**config.mk**
```make
export PLATFORM = sky130hd
export DESIGN_NAME = fetch_queue
export DESIGN_NICKNAME = d
export VERILOG_FILES = /design/src/rtl/fetch_queue_pkg.sv /design/src/rtl/ins_fifo.sv /design/src/rtl/fetch_queue.sv
export SDC_FILE = /design/constraint.sdc
export NUM_CORES = 1
export LEC_CHECK = 0
export CORE_ASPECT_RATIO = 1.4
export CORE_MARGIN = 2
export CORE_UTILIZATION = 44
export CTS_BUF_LIST = sky130_fd_sc_hd__clkbuf_16
export CTS_CLUSTER_DIAMETER = 50
export DETAILED_ROUTE_END_ITERATION = 8
export DONT_BUFFER_PORTS = 1
export PLACE_DENSITY_LB_ADDON = 0.15
export SLEW_MARGIN = 20
export SYNTH_ARGS = -nofsm -noshare
export SYNTH_HDL_FRONTEND = slang
export SYNTH_HIERARCHICAL = 1
export SYNTH_SLANG_ARGS = --single-unit
```
**constraint.sdc**
```tcl
create_clock -name clk -period 9.11 [get_ports clk]
set_input_delay 0.911 -clock clk [delete_from_list [all_inputs] [get_ports clk]]
set_output_delay 0.911 -clock clk [all_outputs]
set_load 0.02 [all_outputs]
```
**src/rtl/fetch_queue_pkg.sv**
```systemverilog
// Shared types and constants for the instruction prefetch stage.
// The queue entry pairs each fetched instruction with the PC it was fetched from.
package fetch_queue_pkg;

  localparam int XLEN = 32;
  localparam logic [XLEN-1:0] DEFAULT_RESET_PC = 32'h0000_0000;

  typedef struct packed {
    logic [XLEN-1:0] pc;
    logic [XLEN-1:0] ins;
  } fq_entry_t;

endpackage

```
**src/rtl/ins_fifo.sv**
```systemverilog
// DEPTH-entry synchronous show-ahead FIFO of {pc, ins} entries with a flush.
// The caller never pushes into a full FIFO unless it pops in the same cycle.
module ins_fifo
  import fetch_queue_pkg::*;
#(
  parameter int DEPTH = 4,
  localparam int PW = $clog2(DEPTH),
  localparam int CW = $clog2(DEPTH) + 1
) (
  input  logic          clk,
  input  logic          rstd,
  input  logic          flush,
  input  logic          push,
  input  fq_entry_t     push_entry,
  input  logic          pop,
  output fq_entry_t     head,
  output logic [CW-1:0] count
);

  fq_entry_t     mem [DEPTH];
  logic [PW-1:0] wr_ptr;
  logic [PW-1:0] rd_ptr;
  logic          do_pop;

  assign do_pop = pop && (count != '0);
  assign head   = mem[rd_ptr];

  // NOTE: the storage array has no reset; an entry is only read after it was written,
  // and leaving it unreset lets it map onto plain flops/LUTRAM without a reset tree.
  always_ff @(posedge clk) begin
    if (push && !flush) mem[wr_ptr] <= push_entry;
  end

  // NOTE: all state updates use non-blocking assignments so every register samples
  // the pre-edge values regardless of statement order.
  always_ff @(posedge clk or negedge rstd) begin
    if (!rstd) begin
      wr_ptr <= '0;
      rd_ptr <= '0;
      count  <= '0;
    end else if (flush) begin
      wr_ptr <= '0;
      rd_ptr <= '0;
      count  <= '0;
    end else begin
      if (push)   wr_ptr <= wr_ptr + PW'(1);
      if (do_pop) rd_ptr <= rd_ptr + PW'(1);
      case ({push, do_pop})
        2'b10:   count <= count + CW'(1);
        2'b01:   count <= count - CW'(1);
        default: count <= count;
      endcase
    end
  end

endmodule

```
**src/rtl/fetch_queue.sv**
```systemverilog
// Instruction prefetch: one outstanding fetch to a variable-latency memory,
// responses buffered with their PC; a redirect flushes and restarts fetch.
module fetch_queue
  import fetch_queue_pkg::*;
#(
  parameter int              DEPTH    = 4,
  parameter logic [XLEN-1:0] RESET_PC = DEFAULT_RESET_PC
) (
  input  logic            clk,
  input  logic            rstd,
  output logic            im_req,
  output logic [XLEN-1:0] im_addr,
  input  logic            im_rvalid,
  input  logic [XLEN-1:0] im_rdata,
  output logic            out_valid,
  output logic [XLEN-1:0] out_ins,
  output logic [XLEN-1:0] out_pc,
  input  logic            out_ready,
  input  logic            redirect,
  input  logic [XLEN-1:0] redirect_pc
);

  localparam int CW = $clog2(DEPTH) + 1;

  logic [XLEN-1:0] fetch_pc;
  logic [XLEN-1:0] req_pc;
  logic            pending;
  logic            discard;
  logic [CW-1:0]   count;
  logic [CW:0]     occupancy;
  logic            push;
  fq_entry_t       head;

  // A slot is reserved for the in-flight response; a same-cycle pop is not credited.
  assign occupancy = {1'b0, count} + {{CW{1'b0}}, pending};
  assign im_req    = rstd && !redirect && (!pending || im_rvalid)
                     && (occupancy < (CW+1)'(DEPTH));
  assign im_addr   = fetch_pc;

  assign push      = im_rvalid && !discard && !redirect;
  assign out_valid = (count != '0);
  assign out_ins   = head.ins;
  assign out_pc    = head.pc;

  always_ff @(posedge clk or negedge rstd) begin
    if (!rstd) begin
      fetch_pc <= RESET_PC;
      req_pc   <= RESET_PC;
      pending  <= 1'b0;
      discard  <= 1'b0;
    end else if (redirect) begin
      fetch_pc <= redirect_pc;
      // A request still in flight must have its response dropped when it lands.
      pending  <= pending && !im_rvalid;
      discard  <= pending && !im_rvalid;
    end else begin
      if (im_rvalid) discard <= 1'b0;
      if (im_req) begin
        pending  <= 1'b1;
        req_pc   <= fetch_pc;
        fetch_pc <= fetch_pc + 32'd1;
      end else if (im_rvalid) begin
        pending  <= 1'b0;
      end
    end
  end

  ins_fifo #(.DEPTH(DEPTH)) u_fifo (
    .clk        (clk),
    .rstd       (rstd),
    .flush      (redirect),
    .push       (push),
    .push_entry ('{pc: req_pc, ins: im_rdata}),
    .pop        (out_ready),
    .head       (head),
    .count      (count)
  );

endmodule

```
Word level (Yosys, flattened, before mapping)
Memory sizes are Yosys's and may differ from the RTL's.
Index checks and enable logic that the tools add are counted.
{"block": "totals", "regBits": 73, "mem_bits_rw": 256, "inputBits": 69, "out_inout_bits": 98, "elab_cells": 53, "mem_count": 1}
{"block": "classes", "add_sub_neg": 6, "magnitude_cmp": 1, "eq_ne": 2, "n_mux": 14, "bitwise_logic": 1, "n_reduce_logical": 21}
{"name": "u_fifo.mem", "depth": 4, "width": 64, "read_ports": 1, "rd_clocked_by_memory_dff": 0, "wr": 1, "line_no": "ins_fifo.sv:20", "source": "fq_entry_t mem [DEPTH];"}
{"op": "two-way mux 32 bit", "count": 2}
{"op": "adder 32 x 1 -> 32 bit (second input constant)", "count": 1}
{"op": "nonzero test 3 bit", "count": 3}
{"op": "logical AND 1 bit", "count": 8}
{"op": "two-way mux 2 bit", "count": 4}
{"op": "nonzero test 2 bit", "count": 4}
{"op": "two-way mux 1 bit", "count": 6}
{"op": "one-hot mux 3 bit (2 select lines)", "count": 1}
{"op": "adder 2 x 1 -> 2 bit (second input constant)", "count": 2}
{"op": "adder 3 x 1 -> 4 bit", "count": 1}
{"op": "logical NOT 1 bit", "count": 4}
{"op": "less-than comparator 4 x 3 -> 1 bit (second input constant)", "count": 1}
{"op": "adder 3 x 1 -> 3 bit (second input constant)", "count": 1}
{"op": "two-way mux 3 bit", "count": 1}
{"op": "subtractor 3 x 1 -> 3 bit (second input constant)", "count": 1}
{"op": "equality test 2 x 1 -> 1 bit (second input constant)", "count": 1}
{"op": "equality test 2 bit (second input constant)", "count": 1}
{"op": "AND reduction 2 bit", "count": 1}
{"op": "logical OR 1 bit", "count": 1}
{"op": "NOT 1 bit", "count": 1}

Depth between registers and ports, before layout
Gate-level depths: netlist (run 1).
{"block": "depth", "ltp_word": 6, "depth_mapped": 10}

Hierarchy
Netlist (run 1), hierarchy kept.
{"mod": "ins_fifo", "instances": 1, "cells_per_inst": 389, "area_each_um2": 9776.9, "seq_area_each_um2": 7862.5}
{"mod": "fetch_queue", "instances": 1, "cells_per_inst": 290, "area_each_um2": 3149.3, "seq_area_each_um2": 1651.6}

Worst setup path before layout (run 1)
No wires, ideal clock.
{"block": "synth_path", "kind": "input to register", "start": "input redirect", "end": "memory u_fifo/mem[0][0] in the netlist's numbering, enable pin", "arrival_ns": 3.583, "t_required_ns": 8.681, "path_slack_ns": 5.098, "stages": 6, "n_path_buf": 3, "cell_sequence": "clkbuf_1 -> clkbuf_1 -> nor3_1 -> buf_2 -> nor2b_1 -> and2_1"}
{"block": "synth_via", "elab_chain_cells": 5}
{"element": "from (decl)", "line_no": "fetch_queue.sv:19", "source": "input logic redirect,"}
{"element": "logical NOT 1 bit", "line_no": "fetch_queue.sv:40", "source": "assign push = im_rvalid && !discard && !redirect;"}
{"element": "logical AND 1 bit", "line_no": "fetch_queue.sv:40"}
{"element": "net push", "line_no": "fetch_queue.sv:31", "source": "logic push;"}
{"element": "logical AND 1 bit", "line_no": "ins_fifo.sv:31", "source": "if (push && !flush) mem[wr_ptr] <= push_entry;"}
{"element": "two-way mux 1 bit", "line_no": "ins_fifo.sv:31"}
{"element": "two-way mux 1 bit (implied by the code)", "line_no": "ins_fifo.sv:31"}
{"element": "to (decl)", "line_no": "ins_fifo.sv:20"}
The timed path passes the listed nets, and every way through them passes these cells.

Worst setup path in the final report (run 1)
{"block": "layout_path", "start": "register u_fifo.rd_ptr[0]", "end": "output out_pc[17]"}
{"block": "layout_via", "elab_chain_cells": 1}
{"element": "from (decl)", "line_no": "ins_fifo.sv:22", "source": "logic [PW-1:0] rd_ptr;"}
{"element": "from (signal assigned)", "line_no": "ins_fifo.sv:47", "source": "if (do_pop) rd_ptr <= rd_ptr + PW'(1);"}
{"element": "memory (4 x 64 bit)"}
{"element": "to (decl)", "line_no": "fetch_queue.sv:17", "source": "output logic [XLEN-1:0] out_pc,"}
No other way between the ends.

==> metrics.md, run 1 <==
| Metric | Value |
|---|---|
| Status | `complete, no violations` |
| Crit-path max cell delay | `750 ps` |
| Dpl cell area | `0.01321 sq mm` |
| Crit path buf inv count | `1` |
| Crit path max-delay family | `flip-flops` |
| WL final | `26.01 mm` |
| Crit Path Max Fanout | `42` |
| Final setup viols | `0` |
| Max Used Layer | `met4` |
| Die Y | `206.8 um` |
| Required @ worst endpoint | `8200 ps` |
| Final Max Tran Viols | `0` |
| Cell row count | `74` |
| Post-CTS Setup Inserts | `0` |
| Routed met1 length | `10.03 mm` |
| #FFs+latches synth | `329` |
| Largest family of logic cells by synthesized area | `multiplexers` |
| Logic pwr share | `15.3%` |
| Largest net degree at the start of global routing | `76` |
| Fill cells | `2433` |
| Commonest cells after routing, fill and taps aside | `edfxtp_1, dfrtp_1, mux4_2, nand2_1, clkbuf_16` |
| Power, Total | `3.919 mW` |
| Max-cap violations | `0` |
| Layout cells sized above 1 | `23.11%` |
| Synth Area in Simple Gates | `4.724%` |
| Critical path's slowest cell | `dfrtp_4` |
| Most frequently used flop master after synthesis | `edfxtp_1` |
| Met3 routed WL | `1.752 mm` |
| RSZ-0062 raised after global routing | `no` |
| Residual DRC | `0` |
| Arrival time at the worst endpoint | `2760 ps` |
| HPWL after DPL | `16.01 mm` |
| Vias in the first global route | `6537` |
| CTS sink cnt | `329` |
| CTS root buffer | `clkbuf_16` |
| Compound-gate portion of the synthesized area | `2.439%` |
| P_sw | `1.059 mW` |
| Max-slew headroom | `28.88%` |
| Gr ovfl total | `0` |
| Critical path launch point type | `flop` |
| Final Wtd Congestion | `0.8639` |
| Buffers on Ports | `0` |
| Hold Vio Cnt, Final | `0` |
| Die width | `148.9 um` |
| Initial Utilization | `44.46%` |
| CTS tree | `built` |
| Clk_lat worst skew | `520 ps` |
| Switch share | `27.03%` |
| DRT Pass-1 Iters | `5` |
| Fin nets | `764` |
| Min cycle time layout | `3669 ps` |
| First-pass GRT wire length | `39.68 mm` |
| Max Buffers Root-to-Sink | `3` |
| Mux cell area share after synthesis | `14.43%` |
| Fmax | `272.6 MHz` |
| Seq pwr share | `50.9%` |
| Least-Margin Pin Slew | `1067 ps` |
| Register area share after synthesis | `73.60%` |
| Hold_buf cts | `0` |
| Area delta synth->final | `10.61%` |
| Synthesized area per cell | `19.04 sq um` |
| Antenna Cells | `0` |
| Synth unique cells | `43` |
| EDFF count, synth | `256` |
| IO Pins | `167` |
| Core area | `0.02907 sq mm` |
| Post-DRT Antenna Nets | `0` |
| Cts repair resizes | `0` |
| Routed wire per std cell | `23.78 um` |
| Die area | `0.03078 sq mm` |
| Syn nets | `754` |
| Initial DRC Count | `414` |
| Commonest non-fill, non-tap cell in the layout | `edfxtp_1` |
| Int Pwr | `2.860 mW` |
| Pre-CTS setup slack | `5810 ps` |
| Crit-path cells | `buf_4 > mux4_2` |
| Worst IR Drop VDD | `112.2 uV` |
| XOR/XNOR share of the synthesized area | `2.168%` |
| Clk pwr share | `33.8%` |
| Final worst setup slack | `5441 ps` |
| WS Path Type | `flop to output port` |
| Total CTS buffers | `35` |
| Skew final | `13.70 ps` |
| Synth Cell Area | `0.01293 sq mm` |
| PwrDens | `274.1 mW/mm^2` |
| Crit end category | `output port` |
| Synth async-reset ratio | `22.19%` |
| Post-Layout Inst Area | `0.01430 sq mm` |
| LEAKAGE | `4.704 nW` |
| Total GRT Usage | `17.21%` |
| Yosys warnings | `6` |
| DR vias/cell | `5.590` |
| Post-Syn Instances | `679` |
| Met2 Wirelength | `13.62 mm` |
| Final setup TNS | `0 ps` |
| Worst-path clk slew | `60 ps` |
| Hold crit path type | `primary input to asynchronous set/reset pin` |
| Via count | `6115` |
| Final critical-path share of the clock period | `40.27%` |
| Initial antenna violation count | `1` |
| Synth Area in Adders | `0.6389%` |
| CTS HTree Levels | `2` |
sequential cells by signal, summed over array words and instances, names as in the netlist:
signal / cells
discard: 1
u_fifo/wr_ptr: 2
im_addr: 32
u_fifo/mem: 256
u_fifo/rd_ptr: 2
pending: 1
req_pc: 32
u_fifo/count: 3
Yosys cell counts, drive strengths merged (2+ instances only):
library cell / n / area, sq um
xor2: 21 / 183.9
mux2: 35 / 394.1
a211oi: 2 / 15.01
nand4: 17 / 112.6
inv: 9 / 33.78
ha: 5 / 62.56
nor4: 3 / 18.77
nand2b: 2 / 12.51
nand3: 15 / 80.08
o21ai: 34 / 173.9
dfrtp: 73 / 1827
clkbuf: 10 / 37.54
mux4: 64 / 1441
buf: 19 / 186.4
a21oi: 2 / 13.76
nor2: 24 / 95.09
edfxtp: 256 / 7687
and2: 6 / 37.54
mux2i: 3 / 30.03
nand2: 39 / 146.4
or3: 5 / 31.28
and3: 3 / 18.77
a31oi: 5 / 31.28
nor3: 7 / 35.03
xnor2: 11 / 96.34
per-layer routing:
layer | vias up | track usage [%]
met5 | - | 0
met4 | 0 | 5.510
met3 | 40 | 4.703
met2 | 187 | 30.14
met1 | 3198 | 20.80
li1 | 2690 | -
metrics by stage:
| step | instances | hold WS [ps] | utilization, % |
|---|---|---|---|
| 2_1_floorplan | 679 | 472.4 | - |
| 3_3_place_gp | 1032 | 485.3 | 45.44 |
| 3_5_place_dp | 1032 | 503.0 | 45.44 |
| 4_1_cts | 1094 | 66.96 | 49.18 |
| 5_1_grt | 1094 | 64.90 | 49.18 |
| 6_report | 1094 | 86.92 | 49.18 |
logic make-up after synthesis:
kind of cell	count (synthesis)
adders and majority gates	6
buffers and inverters	38
muxes	102
DFF	329
AOI/OAI and AO/OA	48
xor gates and xnor gates	32
and+or+nand+nor	124
final timing paths:
kind                                   from                end  slack [ps]  depth (start not counted)
max                        u_fifo/rd_ptr[0]         out_pc[17]        5440                          2
min                                    rstd         req_pc[13]          90                          0
max reg2reg                      im_addr[0]        im_addr[28]        6210                          6
min reg2reg                      req_pc[25]  u_fifo/mem[3][57]         510                          0
max in group asynchronous              rstd   u_fifo/rd_ptr[0]        8890                          0
min in group clk                  im_rvalid            discard         460                          1
power by group through the flow:
stage / Combinational [mW] / Clock (mW) / Sequential, mW
5_1_grt: 0.641 / 1.42 / 2.03
2_1_floorplan: 0.624 / 0 / 1.92
3_5_place_dp: 0.615 / 0 / 2.04
3_3_place_gp: 0.602 / 0 / 2.02
6_report: 0.598 / 1.32 / 2.00
4_1_cts: 0.617 / 1.36 / 2.01
layout make-up:
cell class                 count  area (sq um)  area share (%)
sequential                   329          9522           66.60
multi-input combinational    312          3166           22.14
clock buffer                  37         925.9           6.476
tap                          380         475.5           3.325
clock inverter                25         160.2           1.120
inverter                       9         33.78          0.2363
timing repair buffer           2         15.01          0.1050
Note: power is estimated with default switching activity, not from simulation.
==> run 2: changes to the inputs <==
- ABC_AREA: default -> 1
- clock period: 9.11 -> 2.99 ns (I/O delays scaled with it)
==> run 2 against run 1 <==
Final cell count grew 59%; sequential share of layout area shrank 8.3 points; combinational power rose to 5.1 times the previous value; highest routed layer unchanged; design area increased by 14%; first-iteration DRC count increased by 30%; sequential power rose to 3.1 times the previous value.
==> metrics.md, run 2 <==
| Metric | Value |
|---|---|
| Status | `complete, no violations` |
| Initial antenna violation count | `0` |
| Final Max Tran Viols | `0` |
| Synth unique cells | `39` |
| IO Pins | `167` |
| Mux cell area share after synthesis | `0%` |
| Synth area leader | `edfxtp_1` |
| Initial Utilization | `44.91%` |
| Crit path depth | `4` |
| Fmax | `388.0 MHz` |
| DR vias/cell | `5.320` |
| #FFs+latches synth | `329` |
| Final worst setup slack | `412.7 ps` |
| First-pass GRT wire length | `52.38 mm` |
| Largest net degree at the start of global routing | `130` |
| Max-slew headroom | `57.80%` |
| Largest register FFs | `256` |
| DRT Pass-1 Iters | `5` |
| Hold Vio Cnt, Final | `0` |
| Synth Cell Area | `0.01388 sq mm` |
| Crit end category | `output port` |
| Max Buffers Root-to-Sink | `3` |
| Antenna Cells | `0` |
| Most frequently used flop master after synthesis | `edfxtp_1` |
| Synth Area in Adders | `0.5950%` |
| Worst-path clk slew | `60 ps` |
| Number of cells on the worst reg-to-reg path | `5` |
| Via count | `9273` |
| M2 GR Usage | `36.16%` |
| Met3 Use GR | `3.638%` |
| Compound-gate portion of the synthesized area | `9.070%` |
| Hold crit path type | `primary input to flop` |
| Routed wire per std cell | `18.98 um` |
| Logic pwr share | `22.5%` |
| CTS sink cnt | `329` |
| WL final | `33.09 mm` |
| Worst IR Drop VDD | `393.6 uV` |
| Required @ worst endpoint | `2690 ps` |
| Fill cells | `2715` |
| Post-Layout Inst Area | `0.01634 sq mm` |
| Clk pwr share | `31.6%` |
| Final Wtd Congestion | `0.8444` |
| Switch share | `33.07%` |
| Seq pwr share | `46.0%` |
| Die width | `154.1 um` |
| Finished Core Util | `52.87%` |
| Synth async-reset ratio | `22.19%` |
| XOR/XNOR share of the synthesized area | `0.5680%` |
| Clk_lat worst skew | `510 ps` |
| Final setup viols | `0` |
| Power, Total | `13.60 mW` |
| Cell row count | `76` |
| Buffers on Ports | `0` |
| RSZ-0062 raised after global routing | `no` |
| WS Path Type | `flop to output port` |
| EDFF count, synth | `256` |
| Crit-path max cell delay | `500 ps` |
| Pre-CTS setup slack | `887.0 ps` |
| Crit-path cells | `inv_4 > buf_12 > o21ai_0 > o22ai_1` |
| Post-Syn Instances | `1235` |
| Die area | `0.03300 sq mm` |
| WHS | `21.56 ps` |
| Sequential cell area | `0.009519 sq mm` |
| CTS root buffer | `clkbuf_16` |
| P_sw | `4.498 mW` |
| Gr ovfl total | `0` |
| Crit path max-delay family | `buffers and inverters` |
| Critical path's slowest cell | `dfrtp_4` |
| Commonest non-fill, non-tap cell in the layout | `edfxtp_1` |
| Critical path launch point type | `flop` |
| Synthesized area per cell | `11.24 sq um` |
| Initial DRC Count | `540` |
| Dpl cell area | `0.01451 sq mm` |
| Post-DRT Antenna Nets | `0` |
| Largest family of logic cells by synthesized area | `simple AND/OR/NAND/NOR gates` |
| Global route hottest layer | `met2` |
| HPWL after DPL | `20.19 mm` |
| Commonest cells in the netlist | `edfxtp_1, nor2_1, nand2_1, o21ai_0, inv_1` |
| Area delta synth->final | `17.73%` |
| CTS HTree Levels | `2` |
| Commonest cells after routing, fill and taps aside | `edfxtp_1, nor2_1, nand2_1, o21ai_0, inv_1` |
| Layout cells sized above 1 | `10.64%` |
| Skew final | `15.28 ps` |
| GR Layer Usage met1 | `24.17%` |
| Yosys warnings | `6` |
| LEAKAGE | `6.040 nW` |
| Int Pwr | `9.104 mW` |
| Register area share after synthesis | `68.55%` |
| PwrDens | `832.5 mW/mm^2` |
| Post-CTS Setup Inserts | `0` |
| Footprint of the multi-input gates | `0.003675 sq mm` |
| Synth area leaders | `edfxtp_1, dfrtp_1, nor2_1, nand2_1, o21ai_0` |
| Max-cap violations | `0` |
| Residual DRC | `0` |
| Post-synth top area share | `55.39%` |
| Total GRT Usage | `20.39%` |
| Arrival time at the worst endpoint | `2280 ps` |
| Fin nets | `1402` |
| Crit Path Max Fanout | `46` |
| Die Y | `214.1 um` |
| Min cycle time layout | `2577 ps` |
| Count leader, synth | `edfxtp_1` |
| Worst Hold Path Cells | `4` |
| Vias in the first global route | `9409` |
| CTS tree | `built` |
| Crit path buf inv count | `2` |
| Final critical-path share of the clock period | `86.20%` |
| Core area | `0.03090 sq mm` |
| Largest reg by FF count | `u_fifo/mem` |
| Least-Margin Pin Slew | `632.6 ps` |
| Synth Area in Simple Gates | `16.03%` |
| Total CTS buffers | `35` |
| Syn nets | `1310` |
-- run 2: area by class of cell --
class / instances / share of cell area, %
inverter: 80 / 1.853
clock buffer: 37 / 5.667
multi-input combinational: 764 / 22.49
timing repair buffer: 117 / 7.321
clock inverter: 26 / 1.424
tap: 390 / 2.986
sequential: 329 / 58.26
-- run 2: final timing paths --
check / slack (ps) / end / startpoint
max: 410 / out_ins[9] / u_fifo/rd_ptr[0]
min: 20 / im_addr[30] / redirect
max reg2reg: 910 / u_fifo/mem[0][25] / discard
min reg2reg: 510 / u_fifo/mem[1][40] / req_pc[8]
max in group asynchronous: 2320 / im_addr[22] / rstd
min in group asynchronous: 330 / im_addr[30] / rstd
-- run 2: through the flow --
step	std cells	TNS, ps
global route	1743	0
floorplan	1235	-106730
CTS	1743	0
detailed placement	1615	0
finish	1743	0
global placement	1615	0
-- run 2: logic make-up after synthesis --
family / Yosys count
and+or+nand+nor: 516
adders and majority gates: 6
DFF: 329
xor gates and xnor gates: 9
AOI/OAI and AO/OA: 233
buffers and inverters: 142
-- run 2: what timing repair did --
action                                 in CTS  in global routing
endpoints found under the hold margin     226                  0
gates resized for setup                     0                  0
hold buffers                               65                  0
-- run 2: per-layer routing --
layer,vias up,part of all wire (%)
met3,71,5.3
met1,4437,39
li1,4496,-
met2,269,51
met5,-,0
met4,0,4.1
-- run 2: worst register-to-register path, stage by stage, from the launching register on --
cell	delay [ps]
dfrtp_1	370
nor3_1	190
buf_4	170
nand2_1	250
nor2_4	480
buf_12	290
-- run 2: power groups by stage --
stage               Sequential (mW)  Combinational [mW]  Clock (mW)
finish                         6.25                3.06        4.29
global route                   6.34                3.38        4.57
CTS                            6.26                3.10        4.41
detailed placement             6.35                2.98           0
global placement               6.33                2.94           0
floorplan                      6.12                2.23           0
